### src/rtl/link_dest_pipe.sv
// Resolves the Execute destination for link-type ops and carries it through
// DEPTH post-Execute slots with hazard match flags. Option: LINK_ZERO_SUPPRESS_EN.
`ifndef EXE_JAL_OP
`define EXE_JAL_OP 8'h50
`endif
`ifndef EXE_JALR_OP
`define EXE_JALR_OP 8'h51
`endif
`ifndef EXE_BGEZAL_OP
`define EXE_BGEZAL_OP 8'h52
`endif
`ifndef EXE_BLTZAL_OP
`define EXE_BLTZAL_OP 8'h53
`endif

module link_dest_pipe #(
  parameter int REG_AW   = 5,
  parameter int LINK_REG = 31,
  parameter int OP_W     = 8,
  parameter int DEPTH    = 2
) (
  input  logic              clk,
  input  logic              resetn,
  input  logic              valid_e,
  input  logic [OP_W-1:0]   alucontrol_e,
  input  logic [REG_AW-1:0] writereg_e,
  input  logic              regwrite_e,
  input  logic [31:0]       pc_e,
  input  logic              advance,
  input  logic              flush,
  input  logic [REG_AW-1:0] rs_q,
  input  logic [REG_AW-1:0] rt_q,
  output logic [REG_AW-1:0] writereg_res_e,
  output logic              wb_valid,
  output logic              wb_we,
  output logic              wb_link,
  output logic [REG_AW-1:0] wb_reg,
  output logic [31:0]       wb_link_data,
  output logic [DEPTH-1:0]  hit_rs,
  output logic [DEPTH-1:0]  hit_rt,
  output logic [DEPTH-1:0]  fwd_rs,
  output logic [DEPTH-1:0]  fwd_rt
);

  localparam logic [OP_W-1:0] JAL_OP    = OP_W'(`EXE_JAL_OP);
  localparam logic [OP_W-1:0] JALR_OP   = OP_W'(`EXE_JALR_OP);
  localparam logic [OP_W-1:0] BGEZAL_OP = OP_W'(`EXE_BGEZAL_OP);
  localparam logic [OP_W-1:0] BLTZAL_OP = OP_W'(`EXE_BLTZAL_OP);
  localparam logic [REG_AW-1:0] LREG    = REG_AW'(LINK_REG);

  logic              is_link;
  logic [REG_AW-1:0] res_reg;
  logic              res_we;
  logic [31:0]       res_data;
  logic              live;
  logic              rs_ok;
  logic              rt_ok;

  logic [DEPTH-1:0]  v_q;
  logic [DEPTH-1:0]  we_q;
  logic [DEPTH-1:0]  lk_q;
  logic [REG_AW-1:0] rg_q [DEPTH];
  logic [31:0]       dt_q [DEPTH];

  // Destination and write-enable resolution for the instruction in Execute
  always_comb begin
    is_link = 1'b0;
    res_reg = writereg_e;
    unique case (1'b1)
      (alucontrol_e == JAL_OP),
      (alucontrol_e == BGEZAL_OP),
      (alucontrol_e == BLTZAL_OP): begin
        is_link = 1'b1;
        res_reg = LREG;
      end
      (alucontrol_e == JALR_OP): begin
        is_link = 1'b1;
        res_reg = (writereg_e == '0) ? LREG : writereg_e;
      end
      default: begin
        is_link = 1'b0;
        res_reg = writereg_e;
      end
    endcase
`ifdef LINK_ZERO_SUPPRESS_EN
    res_we = is_link | (regwrite_e & (res_reg != '0));
`else
    res_we = is_link | regwrite_e;
`endif
  end

  assign res_data       = pc_e + 32'd8;
  assign live           = valid_e & ~flush;
  assign writereg_res_e = res_reg;

`ifdef LINK_ZERO_SUPPRESS_EN
  assign rs_ok = (rs_q != '0);
  assign rt_ok = (rt_q != '0);
`else
  assign rs_ok = 1'b1;
  assign rt_ok = 1'b1;
`endif

  // Slot shift register: slot 0 takes Execute or a bubble, the rest shift
  always_ff @(posedge clk or negedge resetn) begin
    if (!resetn) begin
      v_q  <= '0;
      we_q <= '0;
      lk_q <= '0;
      for (int k = 0; k < DEPTH; k++) begin
        rg_q[k] <= '0;
        dt_q[k] <= '0;
      end
    end else begin
      if (advance | flush) begin
        v_q[0]  <= live;
        we_q[0] <= live & res_we;
        lk_q[0] <= live & is_link;
        rg_q[0] <= live ? res_reg : '0;
        dt_q[0] <= (live & is_link) ? res_data : '0;
      end
      if (advance) begin
        for (int k = 1; k < DEPTH; k++) begin
          v_q[k]  <= v_q[k-1];
          we_q[k] <= we_q[k-1];
          lk_q[k] <= lk_q[k-1];
          rg_q[k] <= rg_q[k-1];
          dt_q[k] <= dt_q[k-1];
        end
      end
    end
  end

  // Per-slot source matches against live writing entries
  always_comb begin
    hit_rs = '0;
    hit_rt = '0;
    for (int k = 0; k < DEPTH; k++) begin
      hit_rs[k] = v_q[k] & we_q[k] & (rg_q[k] == rs_q) & rs_ok;
      hit_rt[k] = v_q[k] & we_q[k] & (rg_q[k] == rt_q) & rt_ok;
    end
  end

  assign fwd_rs = hit_rs & (~hit_rs + 1'b1);
  assign fwd_rt = hit_rt & (~hit_rt + 1'b1);

  assign wb_valid     = v_q[DEPTH-1];
  assign wb_we        = we_q[DEPTH-1];
  assign wb_link      = lk_q[DEPTH-1];
  assign wb_reg       = rg_q[DEPTH-1];
  assign wb_link_data = dt_q[DEPTH-1];

endmodule

### config.mk
export PLATFORM = sky130hd
export DESIGN_NAME = link_dest_pipe
export DESIGN_NICKNAME = d
export VERILOG_FILES = /design/src/rtl/link_dest_pipe.sv
export SDC_FILE = /design/constraint.sdc
export NUM_CORES = 1
export LEC_CHECK = 0
export CAP_MARGIN = 20
export CORE_ASPECT_RATIO = 1.75
export CORE_UTILIZATION = 53
export DETAILED_ROUTE_END_ITERATION = 8
export GPL_TIMING_DRIVEN = 0
export PLACE_DENSITY = 0.95
export SLEW_MARGIN = 40
export SYNTH_ARGS = -nofsm -noshare
export SYNTH_HDL_FRONTEND = slang
export SYNTH_SLANG_ARGS = --single-unit
### constraint.sdc
create_clock -name clk -period 3 [get_ports clk]
set_clock_uncertainty 0.15 [all_clocks]
set_input_delay 0.3 -clock clk [delete_from_list [all_inputs] [get_ports clk]]
set_output_delay 0.3 -clock clk [all_outputs]
set_load 0.05 [all_outputs]
After elaboration in Yosys (flattened, before gate mapping)
Index checks and enable logic that the tools add are counted.
{"block": "classes", "mul": 0, "n_eq_ne": 8, "add_sub_neg": 3, "mux": 5, "n_lt_le_gt_ge": 0, "bitwise": 16, "reduce_logical": 3, "shift": 0, "n_div": 0}
{"op": "$add A32 B4 Y32 const B", "n": 1}
{"op": "$eq A8 B7 Y1 const B", "n": 4}
{"op": "$mux W32", "n": 1}
{"op": "$eq A5 B5 Y1", "n": 4}
{"op": "$mux W5", "n": 2}
{"op": "$pmux W5 S2", "n": 1}
{"op": "$and A1 B1 Y1", "n": 9}
{"op": "$logic_not A5 Y1", "n": 1}
{"op": "$add A2 B1 Y2 const B", "n": 2}
{"op": "$and A2 B2 Y2", "n": 2}
{"op": "$not A2 Y2", "n": 2}
{"op": "$reduce_or A4 Y1", "n": 1}
{"op": "$reduce_or A3 Y1", "n": 1}
{"op": "$or A1 B1 Y1", "n": 2}
{"op": "$mux W1", "n": 1}
{"op": "$not A1 Y1", "n": 1}
{"block": "totals", "n_memories": 0, "latch_bits": 0, "romBits": 0, "word_cells": 45, "ramBits": 0, "register_bits": 80, "input_bits": 61, "out_inout_bits": 53}

Depth between registers and ports, before layout
Gate-level depths: netlist (run 1).
{"block": "depth", "depth_word": 5, "ltp_mapped": 7, "mapped_depth_nobuf": 5}

Worst setup path after synthesis (run 1)
OpenSTA, ideal clock, no wires.
{"block": "synth_timing", "path_kind": "reg2out", "startpoint": "register v_q[1]", "endpoint": "output fwd_rt[1]", "path_buffers": 0, "arrival_ps": 2729, "t_required_ps": 2550, "stages_incl_launch_ff": 4, "setup_slack_ps": -179, "cell_sequence": "dfrtp_1 > nand2_1 > nor3_1 > nor2b_1"}
{"block": "synth_via", "elab_chain_len": 5}
{"item": "start: declaration", "line": "59", "text": "logic [DEPTH-1:0] v_q;"}
{"item": "start signal: indexed assignment", "line": "124", "text": "v_q[k] <= v_q[k-1];"}
{"item": "$and A1 B1 Y1 (*) (2 in a row)", "line": "140", "text": "hit_rt[k] = v_q[k] & we_q[k] & (rg_q[k] == rt_q) & rt_ok;"}
{"item": "net hit_rt[1]", "line": "40", "text": "output logic [DEPTH-1:0] hit_rt,"}
{"item": "$not A2 Y2", "line": "145", "text": "assign fwd_rt = hit_rt & (~hit_rt + 1'b1);"}
{"item": "$add A2 B1 Y2", "line": "145"}
{"item": "$and A2 B2 Y2 (*)", "line": "145"}
{"item": "end: declaration", "line": "42", "text": "output logic [DEPTH-1:0] fwd_rt"}
Mark *: on every way through the listed nets, which the timed path passes. The rest lies on a longest branch.

Worst setup path after layout (run 1)
{"block": "layout_timing", "startpoint": "register rg_q[8] (netlist name)", "endpoint": "output hit_rs[0]"}
{"block": "layout_via", "elab_chain_len": 2}
{"item": "start: declaration", "line": "62", "text": "logic [REG_AW-1:0] rg_q [DEPTH];"}
{"item": "start signal: indexed assignment", "line": "127", "text": "rg_q[k] <= rg_q[k-1];"}
{"item": "$eq A5 B5 Y1", "line": "139", "text": "hit_rs[k] = v_q[k] & we_q[k] & (rg_q[k] == rs_q) & rs_ok;"}
{"item": "$and A1 B1 Y1", "line": "139"}
{"item": "end: declaration", "line": "39", "text": "output logic [DEPTH-1:0] hit_rs,"}
No other way between the ends.

==> results.cfg, run 1 <==
[timing]
worst_slew_pin_slew_ps = 773
hold_violations = 0
grt_setup_unrepaired = false
min_period_ps = 2910
slew_headroom = 0.481
fin_crit_sh = 0.969
slew_viol_final = 0
setup_violations = 0
fmax_mhz = 344

[route]
drt_pass1_iterations = 5
ant_nets = 0
num_vias = 3678
drc = 0
drt_iter0_markers = 256
drt-vias-per-instance = 5.91
wirelength_mm = 11.1
routedWlPerCell_um = 17.8

[yosys]
yosysSeqAreaShare = 0.472
syn-num-nets = 468
synthArstFlopShare = 1.00
netlist.area_leader.share = 0.472
syn-mean-instance-area_um2 = 10.4
synth_edf_count = 0
yosys.area.top_type = dfrtp_1
synth_area_leaders = dfrtp_1 47%, mux2_2 11%, buf_4 6.9%
ys.warnings.count = 0
yosys_most_used_dff = dfrtp_1
synth_compound_area_frac = 0.0765
synthAdderAreaFrac = 0.00295
netlist_area_um2 = 4240
synth-seq-cells = 80
syn_inst = 406
synth-simple-area-share = 0.170
ys_types = 37
synth_top_family_by_area = simple AND/OR/NAND/NOR gates
synth_xor_area_frac = 0.0723
synth_mux_area_frac = 0.109

[clocking]
cts.clk_slew.worst_paths_ps = 60
cts_root_buffer = clkbuf_16
h-tree-depth = 3
clkSinkCount = 80
clock_tree.buffer_depth = 2
insertion_delay_ps = 340
cts_made_buffers = 9
cts_tree = built

[worst_setup_path]
cp.required_ps = 2550
critPathMaxStageDelay_ps = 790
critPathMaxFanout = 4
cp_slowest_cell = clkdlybuf4s50_1
worstPathArrival_ps = 2460
path_class = reg -> out
worst_path_dominant_cell_family = buffers and inverters
crit_buf_inv = 2
cp-start-kind = register
path_cells = xnor2_1 -> nand4_1 -> nor3_1 -> buf_4 -> clkdlybuf4s50_1
critPathCaptureType = primary output

[power]
p_sw_frac = 0.224
clock_power_share = 0.460
power_frac_comb = 0.118
power_density_nw_per_um2 = 449
ir_worst_vdd_mv = 0.545
seq_power_share = 0.422
p_leak_nw = 2.58
finalPower_w = 0.00262
switching_power_w = 0.000587
p_int_w = 0.00203

[placement]
gp_congestion = 0.868
port_buffers = 110
post-dp-hpwl_mm = 8.03
postPlaceCellArea_um2 = 5490
dp_cells = 605

[die]
ioPinCount = 114
rows = 42
start_util = 0.552
coreArea_um2 = 7670
die_h_um = 120
dieWidth_um = 69.6
dieArea_um2 = 8370

[finish]
stdcell_area_um2 = 5830
layout-drive-gt1-share = 0.195
instances_no_fill = 622
antenna_cells = 0
syn_to_final_growth_pct = 37.5
nets = 591

[status]
status = finished clean

[hold_path]
holdCritPathClass = in -> reg

[global_route]
antenna_found_initial = 0
grt_pass1_wl_mm = 18.4
gr-total-overflow = 0
grt.total_usage = 0.281
grt_max_degree = 53
first_global_vias = 3840

[flow_run]
cap_violations = 0
## power groups by stage
stage	clock network (W)	logic (W)	registers, W
global route	0.00126	0.000330	0.00110
global placement	0	0.000291	0.00112
finish	0.00120	0.000309	0.00110
CTS	0.00121	0.000308	0.00110
detailed placement	0	0.000305	0.00112
floorplan	0	0.000131	0.00113
## cell usage in the layout (no fill, tap or decap), types with 4 or more instances in the layout
cell type	n
xnor2_1	26
clkdlybuf4s50_1	103
o21ai_0	12
nand2_1	42
o211ai_1	11
a21oi_1	6
o32ai_1	4
nand4_1	11
clkbuf_1	12
nand3_1	25
o21ai_1	6
and4_1	4
nor2_1	6
nor3_1	6
clkbuf_16	9
nor4_1	5
mux2_2	40
dfrtp_1	80
xor2_1	9
dlygate4sd2_1	5
buf_4	39
a22o_1	4
inv_1	9
or4_1	16
## area by class of cell
type	instances	area [µm²]
buffer	57	379
clock buffer	14	274
clock inverter	2	60.1
fill	488	1840
inverter	9	33.8
multi-input combinational	260	1830
sequential	80	2000
tap	88	110
timing repair buffer	112	1140
## synthesized netlist by cell type (all sizes together), types with 9 or more instances
library cell	n
dfrtp	80
buf	47
nand2	42
mux2	40
xnor2	26
nand3	25
o21ai	18
or4	16
nand4	11
o211ai	11
clkbuf	10
inv	9
xor2	9
## timing repair
action | 4_1_cts | 5_1_grt
endpoints found under the hold margin | 31 | 0
buffers inserted | 0 | 0
setup endpoints to repair | 5 | 1
gates resized for setup | 5 | 1
hold buffers | 1 | 0
## per-stage QoR
step           utilization  setup slack, ps  hold slack, ps  setup TNS, ps
2_1_floorplan            -              137            -146              0
3_3_place_gp         0.712            -1070             309         -85240
3_5_place_dp         0.715             -167            39.1           -631
4_1_cts              0.759             64.9             198              0
5_1_grt              0.760             12.1             248              0
6_report             0.760             94.2             224              0
## cells by family after synthesis
family / Yosys count
and+or+nand+nor: 134
muxes: 41
AOI/OAI and AO/OA: 49
xor gates and xnor gates: 35
adders and majority gates: 1
buffers and inverters: 66
DFF: 80
## worst paths after layout
kind                                from          endpoint  slack (ps)  depth (start not counted)
worst max-delay path             rg_q[8]         hit_rs[0]          90                          5
worst min-delay path               flush           rg_q[8]         220                          2
worst max register to register   rg_q[5]           rg_q[5]        1950                          2
worst min register to register  dt_q[59]          dt_q[59]         330                          2
max in group asynchronous         resetn          dt_q[37]        1920                          3
min in group asynchronous         resetn  wb_link_data[17]         260                          2
## metal layers
layer,up-vias,GRT usage,share of wire
met5,-,0,0
met4,0,0.142,0.032
met3,35,0.0550,0.057
met2,199,0.489,0.54
met1,1780,0.327,0.37
li1,1664,-,-
No activity file was read; power rests on OpenSTA's default activity.
==> run 2: changes to the inputs <==
--- a/config.mk
+++ b/config.mk
@@ -11,6 +11,7 @@
 export DETAILED_ROUTE_END_ITERATION = 8
 export GPL_TIMING_DRIVEN = 0
 export PLACE_DENSITY = 0.95
+export SKIP_CTS_REPAIR_TIMING = 1
 export SLEW_MARGIN = 40
 export SYNTH_ARGS = -nofsm -noshare
 export SYNTH_HDL_FRONTEND = slang
==> run 2 against run 1 <==
  * Sequential share of layout area is 0.11 points lower
  * Total power is essentially flat
  * Critical path depth is the same
  * Sequential cell count is the same
  * Clock-buffer cell count unchanged
  * Global-route usage shrank 0.090 points
  * Via count rose by 0.41%
  * Core utilization rose by 0.24 points
  * Routed wire length is essentially flat
  * Clock power is essentially flat
  * First-iteration DRC count grew 6.3%
  * Design area rose by 0.32%
  * Critical path type unchanged
  * Largest cell class unchanged
==> results.cfg, run 2 (synthesis results as in run 1) <==
[timing]
setup_violations = 0
min_period_ps = 2900
setup_ws_ps = 96.6
slew_headroom = 0.452
holdWs_ps = 227
fmax_mhz = 344
hold_violations = 0
fin_crit_sh = 0.968
grt_setup_unrepaired = false
slew_viol_final = 0
worst_slew_pin_slew_ps = 816

[power]
ir_worst_vdd_mv = 0.545
seq_power_share = 0.422
p_sw_frac = 0.224
power_density_nw_per_um2 = 447
p_int_w = 0.00203
p_leak_nw = 2.61
switching_power_w = 0.000585
power_frac_comb = 0.119
clock_power_share = 0.459

[hold_path]
holdCritPathClass = in -> reg

[route]
routedWlPerCell_um = 17.8
num_vias = 3693
wirelength_mm = 11.1
drc = 0
drt-vias-per-instance = 5.94
drt_iter0_markers = 272
ant_nets = 0
drt_pass1_iterations = 5

[worst_setup_path]
crit_path_start = rg_q[8]
worstPathArrival_ps = 2450
r2r_cells = 2
regToRegEndpoint = rg_q[6]
critPathCaptureType = primary output
cp-start-kind = register
rr_startpoint = rg_q[6]
critPathMaxFanout = 4
reg2reg_setup_slack_ps = 1950
endpoint = hit_rs[0]
path_class = reg -> out
cp.required_ps = 2550

[global_route]
grt_max_degree = 53
grt.total_usage = 0.280
antenna_found_initial = 0
first_global_vias = 3817
gr-total-overflow = 0
grt_pass1_wl_mm = 18.3

[die]
dieWidth_um = 69.6
ioPinCount = 114
coreArea_um2 = 7670
start_util = 0.552
dieArea_um2 = 8370
die_h_um = 120
rows = 42

[placement]
post-dp-hpwl_mm = 8.03
pre_cts_ws_ps = -167
port_buffers = 110
gp_congestion = 0.868

[clocking]
cts_root_buffer = clkbuf_16
clkSinkCount = 80
cts_tree = built
cts.clk_slew.worst_paths_ps = 60
insertion_delay_ps = 340
h-tree-depth = 3
cts_made_buffers = 9
clock_tree.buffer_depth = 2

[finish]
syn_to_final_growth_pct = 38.0
final_util = 0.762
layout-drive-gt1-share = 0.195
final_common_cell = clkdlybuf4s50_1
nets = 591
final_cell_mix = 103 x clkdlybuf4s50_1, 80 x dfrtp_1, 42 x nand2_1
nFillCells = 475
antenna_cells = 0

[status]
status = finished clean

[flow_run]
cap_violations = 0
[run 2: changes by cell type in the layout (fill, tap and decap cells not counted), sizes merged]
cell,delta
dlygate4sd2,-5
dlymetal6s2s,+5
[run 2: worst min-delay path by stage]
stage,from,end,cells past startpoint,slack [ps]
global placement,lk_q[0],lk_q[0],2,310
finish,flush,rg_q[8],2,230
global route,flush,rg_q[8],2,250
floorplan,resetn,dt_q[32],0,-150
detailed placement,resetn,wb_link_data[17],1,40
CTS,resetn,wb_link_data[17],1,-320
[run 2: worst max-delay path, stage by stage (launching register included)]
cell	delay (ps)
dfrtp_1	440
xnor2_1	210
nand4_1	120
nor3_1	380
buf_4	180
clkdlybuf4s50_1	790
[run 2: metal layers]
layer,up-vias,global-route usage,wire length (µm)
met5,-,0,0
met3,35,0.0550,632
li1,1669,-,-
met1,1787,0.327,4130
met2,202,0.486,5950
met4,0,0.142,351
[run 2: power by group through the flow]
| stage | Sequential (W) | Combinational (W) | Clock [W] |
|---|---|---|---|
| floorplan | 0.00113 | 0.000131 | 0 |
| global placement | 0.00112 | 0.000291 | 0 |
| detailed placement | 0.00112 | 0.000305 | 0 |
| CTS | 0.00110 | 0.000310 | 0.00121 |
| global route | 0.00110 | 0.000332 | 0.00126 |
| finish | 0.00110 | 0.000311 | 0.00120 |
[run 2: per-stage QoR]
stage	area (µm²)	power, W	TNS [ps]	cells
6_report	5850	0.00262	0	622
5_1_grt	5850	0.00270	0	622
4_1_cts	5820	0.00263	-569	621
3_5_place_dp	5490	0.00143	-631	605
3_3_place_gp	5460	0.00141	-85240	604
2_1_floorplan	4250	0.00126	0	406
[run 2: layout make-up]
class	count	area (µm²)	area share
plain buffers	57	379	0.0648
flip-flops and latches	80	2000	0.342
clock buffers	14	274	0.0469
clock inverters	2	60.1	0.0103
well taps	88	110	0.0188
repair buffers	112	1150	0.198
inverters	9	33.8	0.00578
multi-input cells	260	1830	0.314
==> run 3: changes to the inputs <==
--- a/config.mk
+++ b/config.mk
@@ -10,7 +10,7 @@
 export CORE_UTILIZATION = 53
 export DETAILED_ROUTE_END_ITERATION = 8
 export GPL_TIMING_DRIVEN = 0
-export PLACE_DENSITY = 0.95
+export PLACE_DENSITY_LB_ADDON = 0.08
 export SKIP_CTS_REPAIR_TIMING = 1
 export SLEW_MARGIN = 40
 export SYNTH_ARGS = -nofsm -noshare
==> run 3 against run 2 <==
  * First-iteration DRC count down 28%
  * Combinational power barely moved
  * Largest cell class unchanged
  * Total power fell by 0.48%
==> results.cfg, run 3 (synthesis results as in run 1) <==
[worst_setup_path]
critPathMaxFanout = 7
worstPathArrival_ps = 2370
cp.required_ps = 2550
critPathCaptureType = primary output
path_class = in -> out
worst_path_dominant_cell_family = buffers and inverters
rr_startpoint = rg_q[9]
path_cells = clkdlybuf4s50_1 -> or4b_1 -> buf_2 -> nor2_1 -> a21oi_1 -> inv_1 -> dlymetal6s2s_1
regToRegEndpoint = rg_q[9]
critPathMaxStageDelay_ps = 520
cp_slowest_cell = or4b_1
crit_buf_inv = 4
reg2reg_setup_slack_ps = 1920
cp-start-kind = input pin
r2r_cells = 2

[finish]
layout-drive-gt1-share = 0.199
antenna_cells = 0
nets = 591
nFillCells = 580
final_cell_mix = 103 x clkdlybuf4s50_1, 80 x dfrtp_1, 42 x nand2_1
instances_no_fill = 622
final_common_cell = clkdlybuf4s50_1
syn_to_final_growth_pct = 38.1

[clocking]
cts_made_buffers = 9
cts_tree = built
h-tree-depth = 3
clkSinkCount = 80
cts_root_buffer = clkbuf_16
clock_tree.buffer_depth = 2
cts.clk_slew.worst_paths_ps = 60
insertion_delay_ps = 330

[route]
num_vias = 3533
drc = 0
drt-vias-per-instance = 5.68
wirelength_mm = 10.6
drt_pass1_iterations = 4
wl_met3_um = 463
wl_met2_mm = 5.97
routedWlPerCell_um = 17.0
ant_nets = 0
drt_iter0_markers = 196
wl_met1_mm = 3.97
routed.top_layer = met4

[power]
finalPower_w = 0.00260
p_leak_nw = 2.61
power_density_nw_per_um2 = 445
ir_worst_vdd_mv = 0.553

[hold_path]
hold_end = v_q[0]
min_from = flush
holdCritPathClass = in -> reg
whs_path_depth = 2

[die]
dieWidth_um = 69.6
rows = 42
start_util = 0.552
coreArea_um2 = 7670
ioPinCount = 114
die_h_um = 120
dieArea_um2 = 8370

[global_route]
first_global_vias = 3611
grt_pass1_wl_mm = 17.2
gr-total-overflow = 0
grt_max_degree = 47
antenna_found_initial = 0
grt.total_usage = 0.265

[timing]
grt_setup_unrepaired = false
hold_violations = 0
setup_violations = 0
worst_slew_pin_slew_ps = 869
slew_headroom = 0.421
fmax_mhz = 354
slew_viol_final = 0
fin_crit_sh = 0.941
min_period_ps = 2820

[placement]
port_buffers = 110
post-dp-hpwl_mm = 8.07
gp_congestion = 0.849
dp_cells = 605

[flow_run]
cap_violations = 0

[status]
status = finished clean
[run 3: cell types whose count changed in the layout (fill, tap and decap cells not counted)]
cell / change
clkbuf_1: -1
nor3_2: +1
clkinv_4: +1
clkinvlp_4: +1
nor3_1: -1
clkbuf_8: -1
[run 3: worst max path at each step]
stage	cells past startpoint	endpoint	slack, ps	startpoint
floorplan	4	fwd_rt[1]	140	rg_q[5]
finish	7	writereg_res_e[2]	180	alucontrol_e[7]
CTS	7	writereg_res_e[2]	-190	alucontrol_e[7]
detailed placement	7	writereg_res_e[2]	-190	alucontrol_e[7]
global placement	1	wb_link_data[5]	-1270	resetn
global route	5	hit_rs[0]	50	rg_q[9]
[run 3: where the power goes]
group	switching, W	internal, W
Clock	0.000416	0.000775
Sequential	0.0000126	0.00109
Combinational	0.000167	0.000144
Total	0.000595	0.00201
[run 3: through the flow]
step	cell area [µm²]	hold slack, ps	util	setup WS [ps]	setup TNS [ps]
finish	5850	184	0.763	178	0
global route	5850	220	0.763	47.5	0
CTS	5820	-288	0.759	-190	-794
detailed placement	5490	64.9	0.715	-189	-2250
global placement	5460	305	0.712	-1270	-101580
floorplan	4250	-146	-	137	0
[run 3: layout make-up]
cell class / count / area (µm²) / area share
tap: 88 / 110 / 0.0188
timing repair buffer: 112 / 1150 / 0.197
buffer: 57 / 379 / 0.0648
multi-input combinational: 260 / 1840 / 0.314
inverter: 9 / 33.8 / 0.00577
clock inverter: 4 / 76.3 / 0.0130
clock buffer: 12 / 256 / 0.0438
sequential: 80 / 2000 / 0.342
[run 3: metal layers]
metal / up-vias / GRT usage
li1: 1667 / -
met1: 1721 / 0.285
met2: 130 / 0.502
met3: 15 / 0.0467
met4: 0 / 0.106
met5: - / 0
